$ cat src/rtl/uart_prog_loader_if.sv
// Bus bundle between the UART program loader and its host / program memory.
// Optional macro: UART_PARITY_EN adds the sticky parity-error flag pe.
interface uart_prog_loader_if #(
    parameter int DATA_W = 8,
    parameter int ADDR_W = 5
);
    logic              load;
    logic              rx;
    logic              wr_en;
    logic [ADDR_W-1:0] wr_addr;
    logic [DATA_W-1:0] wr_data;
    logic              fe;
    logic              busy;
    logic              full;
    logic              done;
    logic [ADDR_W:0]   count;
`ifdef UART_PARITY_EN
    logic              pe;
`endif

    // Host side: drives the loading window and the serial line.
    modport master (
        output load, rx,
        input  wr_en, wr_addr, wr_data, fe, busy, full, done, count
`ifdef UART_PARITY_EN
        , input pe
`endif
    );

    // Loader side.
    modport slave (
        input  load, rx,
        output wr_en, wr_addr, wr_data, fe, busy, full, done, count
`ifdef UART_PARITY_EN
        , output pe
`endif
    );
endinterface

$ cat src/rtl/uart_prog_loader.sv
// UART program loader: receives 8N1-style frames (start + DATA_W + stop)
// while the load window is open and writes each word sequentially into a
// 2**ADDR_W-word program memory.
// Optional macro: UART_PARITY_EN inserts an even-parity bit before the stop
// bit and drives the sticky parity-error flag on the bus.
module uart_prog_loader #(
    parameter int BAUDRATE = 24,
    parameter int DATA_W   = 8,
    parameter int ADDR_W   = 5
) (
    input  logic              clk,
    input  logic              reset,
    uart_prog_loader_if.slave bus
);
    localparam int unsigned HALF = BAUDRATE / 2;
    localparam int unsigned BCW  = $clog2(BAUDRATE);
    localparam int unsigned NCW  = $clog2(DATA_W + 1);

    localparam logic [BCW-1:0]    HALF_M1   = BCW'(HALF - 1);
    localparam logic [BCW-1:0]    BAUD_M1   = BCW'(BAUDRATE - 1);
    localparam logic [NCW-1:0]    LAST_BIT  = NCW'(DATA_W - 1);
    localparam logic [ADDR_W-1:0] LAST_ADDR = '1;

`ifdef UART_PARITY_EN
    typedef enum logic [2:0] {IDLE, START, DATA, PARITY, STOP, WRITE} state_t;
`else
    typedef enum logic [2:0] {IDLE, START, DATA, STOP, WRITE} state_t;
`endif

    state_t state_q, state_d;

    logic              rx_meta, rx_sync, rx_prev;
    logic              load_q;
    logic [BCW-1:0]    baud_cnt;
    logic [NCW-1:0]    bit_cnt;
    logic [DATA_W-1:0] shift_q;
    logic [DATA_W-1:0] wr_data_q;
    logic [ADDR_W-1:0] ptr_q;
    logic [ADDR_W:0]   count_q;
    logic              full_q, fe_q, done_q;
`ifdef UART_PARITY_EN
    logic              perr_q, pe_q;
    logic              par_bad;
`endif

    logic rx_fall, load_rise, load_fall;
    logic sampling, tick, do_write;

    assign rx_fall   = rx_prev & ~rx_sync;
    assign load_rise = bus.load & ~load_q;
    assign load_fall = ~bus.load & load_q;
    assign sampling  = (state_q != IDLE) && (state_q != WRITE);
    // The start bit is checked half a bit period in; every later bit one full period on.
    assign tick      = (state_q == START) ? (baud_cnt == HALF_M1) : (baud_cnt == BAUD_M1);

`ifdef UART_PARITY_EN
    assign par_bad  = (^shift_q) ^ rx_sync;
    assign do_write = (state_q == WRITE) && !load_fall && !full_q && !perr_q;
`else
    assign do_write = (state_q == WRITE) && !load_fall && !full_q;
`endif

    // State register.
    always_ff @(posedge clk) begin
        if (!reset) state_q <= IDLE;
        else        state_q <= state_d;
    end

    // Next-state logic; a falling load edge aborts whatever frame is in flight.
    always_comb begin
        state_d = state_q;
        case (state_q)
            IDLE:   if (bus.load && rx_fall) state_d = START;
            START:  if (tick) state_d = rx_sync ? IDLE : DATA;
`ifdef UART_PARITY_EN
            DATA:   if (tick && bit_cnt == LAST_BIT) state_d = PARITY;
            PARITY: if (tick) state_d = STOP;
`else
            DATA:   if (tick && bit_cnt == LAST_BIT) state_d = STOP;
`endif
            STOP:   if (tick) state_d = rx_sync ? WRITE : IDLE;
            WRITE:  state_d = IDLE;
            default: state_d = IDLE;
        endcase
        if (load_fall) state_d = IDLE;
    end

    // Synchroniser, bit timing, shift register, write pointer and status flags.
    always_ff @(posedge clk) begin
        if (!reset) begin
            rx_meta   <= 1'b1;
            rx_sync   <= 1'b1;
            rx_prev   <= 1'b1;
            load_q    <= 1'b0;
            baud_cnt  <= '0;
            bit_cnt   <= '0;
            shift_q   <= '0;
            wr_data_q <= '0;
            ptr_q     <= '0;
            count_q   <= '0;
            full_q    <= 1'b0;
            fe_q      <= 1'b0;
            done_q    <= 1'b0;
`ifdef UART_PARITY_EN
            perr_q    <= 1'b0;
            pe_q      <= 1'b0;
`endif
        end else begin
            rx_meta <= bus.rx;
            rx_sync <= rx_meta;
            rx_prev <= rx_sync;
            load_q  <= bus.load;
            done_q  <= load_fall;

            if (sampling && !tick && state_d == state_q) baud_cnt <= baud_cnt + 1'b1;
            else                                         baud_cnt <= '0;

            if (state_q == DATA) begin
                if (tick) begin
                    bit_cnt <= bit_cnt + 1'b1;
                    shift_q <= {rx_sync, shift_q[DATA_W-1:1]};
                end
            end else begin
                bit_cnt <= '0;
            end

`ifdef UART_PARITY_EN
            if (state_q == START) perr_q <= 1'b0;
            if (state_q == PARITY && tick && !load_fall) begin
                perr_q <= par_bad;
                if (par_bad) pe_q <= 1'b1;
            end
            if (state_q == STOP && tick && !load_fall) begin
                if (!rx_sync)     fe_q      <= 1'b1;
                else if (!perr_q) wr_data_q <= shift_q;
            end
`else
            if (state_q == STOP && tick && !load_fall) begin
                if (!rx_sync) fe_q      <= 1'b1;
                else          wr_data_q <= shift_q;
            end
`endif

            // The pointer parks on the last address once it has been written.
            if (do_write) begin
                count_q <= count_q + 1'b1;
                if (ptr_q == LAST_ADDR) full_q <= 1'b1;
                else                    ptr_q  <= ptr_q + 1'b1;
            end

            if (load_rise) begin
                ptr_q   <= '0;
                count_q <= '0;
                full_q  <= 1'b0;
                fe_q    <= 1'b0;
`ifdef UART_PARITY_EN
                pe_q    <= 1'b0;
`endif
            end
        end
    end

    assign bus.wr_en   = do_write;
    assign bus.wr_addr = ptr_q;
    assign bus.wr_data = wr_data_q;
    assign bus.fe      = fe_q;
    assign bus.busy    = (state_q != IDLE);
    assign bus.full    = full_q;
    assign bus.done    = done_q;
    assign bus.count   = count_q;
`ifdef UART_PARITY_EN
    assign bus.pe      = pe_q;
`endif
endmodule

$ cat src/flat_wrapper.sv
// flat-port wrapper written by rule: the top's interface ports become plain ports
module uart_prog_loader_flat 
#(
    parameter int BAUDRATE = 24,
    parameter int DATA_W   = 8,
    parameter int ADDR_W   = 5
)
  (clk, reset, bus_load, bus_rx, bus_wr_en, bus_wr_addr, bus_wr_data, bus_fe, bus_busy, bus_full, bus_done, bus_count);
  uart_prog_loader_if #(.DATA_W(DATA_W), .ADDR_W(ADDR_W)) bus_i ();
  input  logic clk;
  input  logic reset;
  input wire logic [$bits(bus_i.load)-1:0] bus_load;
  input wire logic [$bits(bus_i.rx)-1:0] bus_rx;
  output wire logic [$bits(bus_i.wr_en)-1:0] bus_wr_en;
  output wire logic [$bits(bus_i.wr_addr)-1:0] bus_wr_addr;
  output wire logic [$bits(bus_i.wr_data)-1:0] bus_wr_data;
  output wire logic [$bits(bus_i.fe)-1:0] bus_fe;
  output wire logic [$bits(bus_i.busy)-1:0] bus_busy;
  output wire logic [$bits(bus_i.full)-1:0] bus_full;
  output wire logic [$bits(bus_i.done)-1:0] bus_done;
  output wire logic [$bits(bus_i.count)-1:0] bus_count;
  assign bus_i.load = bus_load;
  assign bus_i.rx = bus_rx;
  assign bus_wr_en = bus_i.wr_en;
  assign bus_wr_addr = bus_i.wr_addr;
  assign bus_wr_data = bus_i.wr_data;
  assign bus_fe = bus_i.fe;
  assign bus_busy = bus_i.busy;
  assign bus_full = bus_i.full;
  assign bus_done = bus_i.done;
  assign bus_count = bus_i.count;
  uart_prog_loader #(.BAUDRATE(BAUDRATE), .DATA_W(DATA_W), .ADDR_W(ADDR_W)) u_core (.clk(clk), .reset(reset), .bus(bus_i));
endmodule
$ cat config.mk
export PLATFORM = sky130hd
export DESIGN_NAME = uart_prog_loader_flat
export DESIGN_NICKNAME = d
export VERILOG_FILES = /design/src/rtl/uart_prog_loader_if.sv /design/src/rtl/uart_prog_loader.sv /design/src/flat_wrapper.sv
export SDC_FILE = /design/constraint.sdc
export NUM_CORES = 1
export LEC_CHECK = 0
export ABC_AREA = 1
export CAP_MARGIN = 10
export CORE_ASPECT_RATIO = 0.75
export CORE_MARGIN = 1
export CORE_UTILIZATION = 36
export CTS_CLUSTER_SIZE = 40
export DETAILED_ROUTE_END_ITERATION = 7
export SYNTH_ARGS = -nofsm -noshare
export SYNTH_HDL_FRONTEND = slang
export SYNTH_SLANG_ARGS = --single-unit
$ cat constraint.sdc
create_clock -name clk -period 2.17 [get_ports clk]
set_input_delay 0.217 -clock clk [delete_from_list [all_inputs] [get_ports clk]]
set_output_delay 0.217 -clock clk [all_outputs]
set_load 0.1 [all_outputs]
==> metrics.cfg, run 1 <==
[cells_and_area]
final_cell_area_um2 = 2330
drive_above_1_share_pct = 19.6
area_growth_pct = 21.4
antenna_cells = 0
nets = 283

[global_routing]
grt_remaining_overflow = 0
gr-usage-all-layers_pct = 14.4
grt_max_degree = 18
grt_pass1_wl_mm = 6.22
antenna_found_initial = 0
grt_pass1_vias = 1381

[die]
num_rows = 22
initial_core_util_pct = 38.2
dieHeight_um = 65.2
io-pin-count = 28
fp.dieArea_um2 = 5620
core_area_um2 = 5010
die-width_um = 86.2

[power_and_ir_drop]
ir_drop_v = 0.000415
pwr_density_cell_nw_per_um2 = 663
p_leak_uw = 0.000965

[sta]
fin_crit_sh_pct = 80.5
finalHoldViolCount = 0
final_max_slew_viol_count = 0
max_freq_mhz = 573
tns_ns = 0
tightestPinTransition_ns = 0.544
maxSlewHeadroom_pct = 63.7
period_minus_slack_ns = 1.75
finClkSkew_ns = 0.00448
rsz0062_at_grt = no
setup_viol = 0

[route]
drt_iter0_drc = 147
dr.pass1.iters = 4
avgRoutedWirePerCell_um = 10.5
drt-total-wl_mm = 3.64
drc = 0
ant_nets = 0
num_vias = 1558
via_per_inst = 4.49

[worst_setup_path]
cp-end-kind = output port
worst_ep_required_time_ns = 1.95
crit_fanout = 7
timing.rr.end = u_core.baud_cnt[0]
arrival_ns = 1.53
r2r-start = u_core.baud_cnt[0]
regToRegSetupSlack_ns = 0.45
critPathLaunchType = input port
worst-setup-path-type = input port to output port
r2r.worst_path.cells = 11

[job]
cap_violations = 0

[outcome]
status = finished clean

[placed_design]
globalplace.congestion = 0.803
io_buffers = 27
dp_hpwl_mm = 2.66
placed_area_um2 = 2210

[clock_network]
clockRootBuffer = clkbuf_8
clk_pin_slew_ns = 0.08
cts_buffers = 5
cts_tree = yes
htreeDepth = 2
insertion_delay_ns = 0.29
clockBufferDepth = 2
postCtsHoldBufs = 0
cts_setup_buffers = 0
cts.sinks = 46
cts_resized = 0

[logic_synthesis]
ys_seq_elements = 46
synth_area_um2 = 1920
yosys_warnings = 0
avgSynthCellArea_um2 = 7.92
syn_nets = 251
seq_area_frac_synth_pct = 48.1
synthCells = 242
ys_types = 28

[min_path]
hold_path.class = register to register
min_to = u_core.rx_sync
hold_depth = 1
min_from = u_core.rx_meta

[worst max-delay path by stage]
stage	end	start	slack (ns)
after floorplan	u_core.bus.count[4]	u_core.bus.full	0.1
after global placement	u_core.bus.wr_addr[3]	bus_load	0.29
after detailed placement	u_core.bus.wr_addr[3]	bus_load	0.27
after CTS	bus_wr_en	bus_load	0.43
after global routing	u_core.baud_cnt[0]	u_core.baud_cnt[0]	0.29
final	bus_wr_en	bus_load	0.42
[Yosys cell counts, drive strengths merged]
library cell	n	area share (%)
dfxtp	46	48
nor2	46	10
inv	34	6.7
nand2	29	7.1
a21oi	26	7.0
o21ai	15	3.9
nand3	13	3.7
nand4	6	2.3
nor3	6	1.6
ha	5	3.3
xor2	4	1.8
buf	2	1.2
clkbuf	2	0.39
or2	2	0.65
xnor2	2	0.91
and2	1	0.33
and3	1	0.33
nand3b	1	0.39
o21a	1	0.39
[final cells by class]
cell class | instances | area, µm²
inverters | 34 | 128
clock buffers | 5 | 68.8
repair buffers | 29 | 238
flip-flops and latches | 46 | 921
clock inverters | 3 | 43.8
well taps | 72 | 90.1
multi-input cells | 158 | 837
fillers | 530 | 2680
[per-stage QoR]
stage / util (%) / std cells / setup WS, ns / hold slack [ns] / power (µW)
after floorplan: - / 242 / 0.0964 / 0.310 / 904
after CTS: 46.4 / 347 / 0.430 / 0.420 / 1570
after detailed placement: 44.2 / 339 / 0.274 / 0.400 / 923
after global placement: 44.2 / 339 / 0.291 / 0.396 / 923
after global routing: 46.4 / 347 / 0.289 / 0.445 / 1620
final: 46.4 / 347 / 0.424 / 0.420 / 1540
[cells in the final DEF (no fill, tap or decap)]
cell	instances
a21oi_1	25
a21oi_2	1
and2_1	1
and3_1	1
buf_12	1
buf_4	25
bufinv_16	1
clkbuf_8	5
clkdlybuf4s50_1	3
clkinv_2	1
dfxtp_1	46
ha_1	5
inv_1	30
inv_2	4
inv_6	1
nand2_1	24
nand2_2	2
nand2_4	3
nand3_1	12
nand3_2	1
nand3b_1	1
nand4_1	5
nand4_2	1
nor2_1	40
nor2_2	5
nor2_4	1
nor3_1	6
o21a_1	1
o21ai_0	13
o21ai_1	2
or2_2	2
xnor2_1	2
xor2_1	4
[critical path, cell delays in order]
cell	delay [ns]
clkdlybuf4s50_1	0.47
inv_1	0.06
nand2_1	0.18
nand4_2	0.22
inv_2	0.18
buf_12	0.19
[power by group]
group	internal (µW)	leakage [µW]	switching (µW)
Clock	345	0.0000585	293
Sequential	848	0.000371	3.48
Combinational	16.9	0.000535	34.9
[flip-flops by register name, indices dropped and copies added, names as in the netlist, 3 cells and up]
| name | cells |
|---|---|
| u_core.bus.count | 6 |
| u_core.bus.wr_addr | 5 |
| u_core.bit_cnt | 4 |
| u_core.baud_cnt | 5 |
| u_core.shift_q | 8 |
| u_core.bus.wr_data | 8 |
| u_core.state_q | 3 |
[metal layers]
layer  routed length [µm]  GRT usage (%)
met3                  153           5.28
met2                 1480           20.3
met5                    0              0
met1                 1980           20.6
met4                   27           3.75
[logic make-up (layout without fill, tap and decap cells)]
logic type	count (synthesis)	in the layout	synth area share, %
fa+ha+maj	5	5	3.27
buf+inv	38	71	8.23
flops	46	46	48.1
simple gates	105	105	26.4
xor+xnor	6	6	2.74
compound gates	42	42	11.3
(Power assumes the default switching activity.)
==> run 2: changes to the inputs <==
==> constraint.sdc (replaced) <==
create_clock -name clk -period 1.8 [get_ports clk]
set_input_delay 0.18 -clock clk [delete_from_list [all_inputs] [get_ports clk]]
set_output_delay 0.18 -clock clk [all_outputs]
set_load 0.1 [all_outputs]
==> run 2 against run 1 <==
  * Clock skew grew 0.0015 ns
  * First-iteration DRC count shrank 63%
  * Largest cell class unchanged
  * Combinational power grew 35%
  * Worst setup slack worse by 0.25 ns
  * Utilization rose by 1.5 points
  * Die area stayed put
  * Hold slack about the same
  * Global-route usage rose by 0.098 points
  * Sequential power grew 21%
  * Clock power increased by 21%
  * Count of clock-buffer cells in the layout is the same
==> metrics.cfg, run 2 (synthesized netlist as in run 1, its figures left out) <==
[outcome]
status = finished clean

[route]
dr.pass1.iters = 4
via_per_inst = 4.46
ant_nets = 0
avgRoutedWirePerCell_um = 10.4
drt-total-wl_mm = 3.69
drc = 0
num_vias = 1575
drt_iter0_drc = 54

[power_and_ir_drop]
p_sw_share_pct = 21.7
p_sw_uw = 405
internal_power_uw = 1460
ir_drop_v = 0.000290
comb_power_share_pct = 3.7
seq_power_share_pct = 54.9
pwr_density_cell_nw_per_um2 = 778
pwr-share-clk_pct = 41.4
p_leak_uw = 0.000999

[placed_design]
dp_hpwl_mm = 2.79
pre_cts_slack_ns = 0.0346
placed_area_um2 = 2280
dp.cells = 345
io_buffers = 27
globalplace.congestion = 0.762

[die]
initial_core_util_pct = 38.2
io-pin-count = 28
dieHeight_um = 65.2
fp.dieArea_um2 = 5620
num_rows = 22
core_area_um2 = 5010
die-width_um = 86.2

[min_path]
hold_depth = 1
hold_path.class = register to register
min_from = u_core.rx_meta
min_to = u_core.rx_sync

[clock_network]
cts_setup_buffers = 0
clockRootBuffer = clkbuf_8
insertion_delay_ns = 0.30
postCtsHoldBufs = 0
cts.sinks = 46
cts_resized = 0
htreeDepth = 2
clockBufferDepth = 2
cts_buffers = 5
clk_pin_slew_ns = 0.09
cts_tree = yes

[worst_setup_path]
crit_fanout = 6
regToRegSetupSlack_ns = 0.19
timing.rr.end = u_core.baud_cnt[1]
r2r-start = u_core.state_q[1]
arrival_ns = 1.45
worst_ep_required_time_ns = 1.62
cp-end-kind = output port
worst-setup-path-type = register to output port
r2r.worst_path.cells = 11
critPathLaunchType = register

[job]
cap_violations = 0

[global_routing]
antenna_found_initial = 0
grt_max_degree = 18
grt_pass1_wl_mm = 6.35
grt_pass1_vias = 1398
gr-usage-all-layers_pct = 14.5
grt_remaining_overflow = 0

[sta]
maxSlewHeadroom_pct = 81.7
finClkSkew_ns = 0.00598
period_minus_slack_ns = 1.63
tns_ns = 0
fin_crit_sh_pct = 90.5
final_max_slew_viol_count = 0
max_freq_mhz = 614
fin_ws_ns = 0.171
tightestPinTransition_ns = 0.274
rsz0062_at_grt = no
setup_viol = 0
finalHoldViolCount = 0
hold_ws_ns = 0.420

[cells_and_area]
drive_above_1_share_pct = 24.2
final_cell_mix = nor2_1, dfxtp_1, inv_1, buf_4, a21oi_1
antenna_cells = 0
area_growth_pct = 25.4
nets = 289
layout_commonest_cell = nor2_1
stdcell_count = 353
final_cell_area_um2 = 2400

-- run 2: critical path, cell delays in order (launching register included) --
cell     delay, ns
dfxtp_1       0.39
nor2_4        0.16
nand4_2       0.20
inv_4         0.09
buf_4         0.14
buf_12        0.17
-- run 2: metal layers --
| layer | global-route usage, % | wire length (µm) | up-vias |
|---|---|---|---|
| li1 | - | - | 852 |
| met3 | 3.52 | 162 | 5 |
| met1 | 20.7 | 1960 | 689 |
| met2 | 21.4 | 1530 | 29 |
| met5 | 0 | 0 | - |
| met4 | 5.00 | 36 | 0 |
-- run 2: area by class of cell --
| class | count | area [µm²] |
|---|---|---|
| Fill cell | 537 | 2610 |
| Sequential cell | 46 | 930 |
| Multi-Input combinational cell | 158 | 845 |
| Timing Repair Buffer | 35 | 295 |
| Inverter | 34 | 130 |
| Tap cell | 72 | 90.1 |
| Clock buffer | 5 | 68.8 |
| Clock inverter | 3 | 43.8 |
-- run 2: how the worst max path moves through the flow --
stage               slack, ns  depth (start not counted)                    end                 from
finish                   0.17                          5              bus_wr_en    u_core.state_q[0]
floorplan               -0.03                          5    u_core.bus.count[4]  u_core.bus.count[1]
detailed placement       0.03                          9    u_core.bus.count[5]             bus_load
global placement         0.11                          8  u_core.bus.wr_addr[3]             bus_load
CTS                      0.09                          5              bus_wr_en    u_core.state_q[0]
global route            0.005                         11     u_core.baud_cnt[1]   u_core.baud_cnt[0]
-- run 2: metrics by stage --
| step | total power, µW | utilization (%) |
|---|---|---|
| after floorplan | 1090 | - |
| after global placement | 1120 | 45.5 |
| after detailed placement | 1120 | 45.5 |
| after CTS | 1890 | 47.8 |
| after global routing | 1950 | 48.0 |
| final | 1870 | 48.0 |
-- run 2: power by group through the flow --
stage / Clock, µW / Combinational [µW] / Sequential (µW)
after floorplan: 0 / 36.4 / 1050
after global placement: 0 / 70.1 / 1050
after detailed placement: 0 / 69.8 / 1050
after CTS: 796 / 70.1 / 1030
after global routing: 848 / 78.0 / 1030
final: 773 / 69.6 / 1030
==> run 3: changes to the inputs <==
==> constraint.sdc (replaced) <==
create_clock -name clk -period 1.3 [get_ports clk]
set_input_delay 0.13 -clock clk [delete_from_list [all_inputs] [get_ports clk]]
set_output_delay 0.13 -clock clk [all_outputs]
set_load 0.1 [all_outputs]
==> run 3 against run 2 <==
  * The flow now finishes with violations (setup timing)
  * Wire length increased by 30%
  * Clock power increased by 22%
  * Sequential power increased by 36%
  * Highest routed layer unchanged
==> metrics.cfg, run 3 (synthesized netlist as in run 1, its figures left out) <==
[clock_network]
clk_pin_slew_ns = 0.09
postCtsHoldBufs = 0
cts.sinks = 46
clockBufferDepth = 2
cts_buffers = 5
clockRootBuffer = clkbuf_8
htreeDepth = 2
insertion_delay_ns = 0.30
cts_tree = yes

[cells_and_area]
nets = 340
stdcell_count = 404
post-route-util_pct = 69.1
drive_above_1_share_pct = 57.5
layout_commonest_cell = buf_4
area_growth_pct = 80.7
final_cell_area_um2 = 3460
antenna_cells = 0
final_cell_mix = buf_4, dfxtp_1, inv_1

[outcome]
status = finished, violations left
violations = setup timing

[worst_setup_path]
regToRegSetupSlack_ns = -0.23
arrival_ns = 1.40
worst-setup-path-type = register to output port
crit_cells = 6
crit_end = bus_wr_en
timing.rr.end = u_core.bus.wr_addr[3]
crit_family = buffers and inverters
cpPeakStageDelay_ns = 0.34
critPathBufInv = 4
r2r-start = u_core.state_q[1]
slowest_stage = dfxtp_2
cp_common_cell = buf_6
path_cells = buf_6 -> nor2_4 -> nand4_4 -> inv_8 -> buf_6 -> buf_12
crit_fanout = 4
r2r.worst_path.cells = 8
worst_ep_required_time_ns = 1.17
cp-end-kind = output port
worstSetupStartpoint = u_core.state_q[1]
critPathLaunchType = register

[sta]
setup_viol = 38
rsz0062_at_grt = yes
finClkSkew_ns = 0.0128
period_minus_slack_ns = 1.53
finalHoldViolCount = 0
tightestPinTransition_ns = 0.228
maxSlewHeadroom_pct = 84.7
fin_crit_sh_pct = 118
final_max_slew_viol_count = 0
max_freq_mhz = 652
hold_ws_ns = 0.387
fin_ws_ns = -0.234

[placed_design]
pre_cts_slack_ns = -0.403
globalplace.congestion = 0.801
dp_hpwl_mm = 2.97
io_buffers = 27
placed_area_um2 = 2910
dp.cells = 375

[global_routing]
gr-usage-all-layers_pct = 17.1
grt_pass1_vias = 1713
grt_remaining_overflow = 0
grt_max_degree = 18
met3_usage_pct = 3.77
antenna_found_initial = 0
grt_pass1_wl_mm = 7.59
met1_usage_pct = 23.0
met2_usage_pct = 27.4
top_usage_layer = met2

[route]
drt-total-wl_mm = 4.80
ant_nets = 0
num_vias = 1863
dr.pass1.iters = 4
drt_iter0_drc = 67
drc = 0
avgRoutedWirePerCell_um = 11.9
via_per_inst = 4.61

[min_path]
hold_path.class = input port to register
hold_depth = 2

[power_and_ir_drop]
ir_drop_v = 0.000431
pwr_density_cell_nw_per_um2 = 719
p_leak_uw = 0.00136

[die]
io-pin-count = 28
initial_core_util_pct = 38.2
num_rows = 22
dieHeight_um = 65.2
fp.dieArea_um2 = 5620
core_area_um2 = 5010
die-width_um = 86.2

[job]
cap_violations = 0

[run 3: per-layer routing]
layer  vias up  routed length, µm
met3         4                150
met2        29               2360
li1        958                  -
met4         0                 40
met5         -                  0
met1       872               2250
[run 3: metrics by stage]
stage / total power, µW / setup TNS (ns)
6_report: 2490 / -6.21
5_1_grt: 2590 / -9.34
4_1_cts: 2490 / -4.59
3_5_place_dp: 1550 / -8.75
3_3_place_gp: 1550 / -7.65
2_1_floorplan: 1500 / -2.10
[run 3: layout make-up]
type                       instances  area [µm²]
clock inverter                     1        8.76
timing repair buffer              83         995
multi-input combinational        161        1170
sequential                        46         963
inverter                          34         145
clock buffer                       7        86.3
tap                               72        90.1
fill                             381        1550
[run 3: power by group]
part / switching, µW / leakage [µW] / internal [µW]
sequential: 5.72 / 0.000382 / 1400
clock: 501 / 0.0000489 / 440
combinational: 82.2 / 0.000927 / 61.4
total: 589 / 0.00136 / 1900
[run 3: how the worst min path moves through the flow]
| stage | from | end | slack [ns] |
|---|---|---|---|
| 5_1_grt | bus_rx | u_core.rx_meta | 0.39 |
| 3_5_place_dp | u_core.rx_meta | u_core.rx_sync | 0.40 |
| 6_report | bus_rx | u_core.rx_meta | 0.39 |
| 4_1_cts | bus_rx | u_core.rx_meta | 0.38 |
| 2_1_floorplan | bus_load | u_core.load_q | 0.22 |
| 3_3_place_gp | u_core.rx_meta | u_core.rx_sync | 0.40 |
[run 3: what timing repair did]
item / CTS / global route
cloned: 0 / 3
pin swaps: 12 / 26
setup buffers: 11 / 10
resized for setup: 40 / 49
endpoints found under the setup margin: 37 / 41
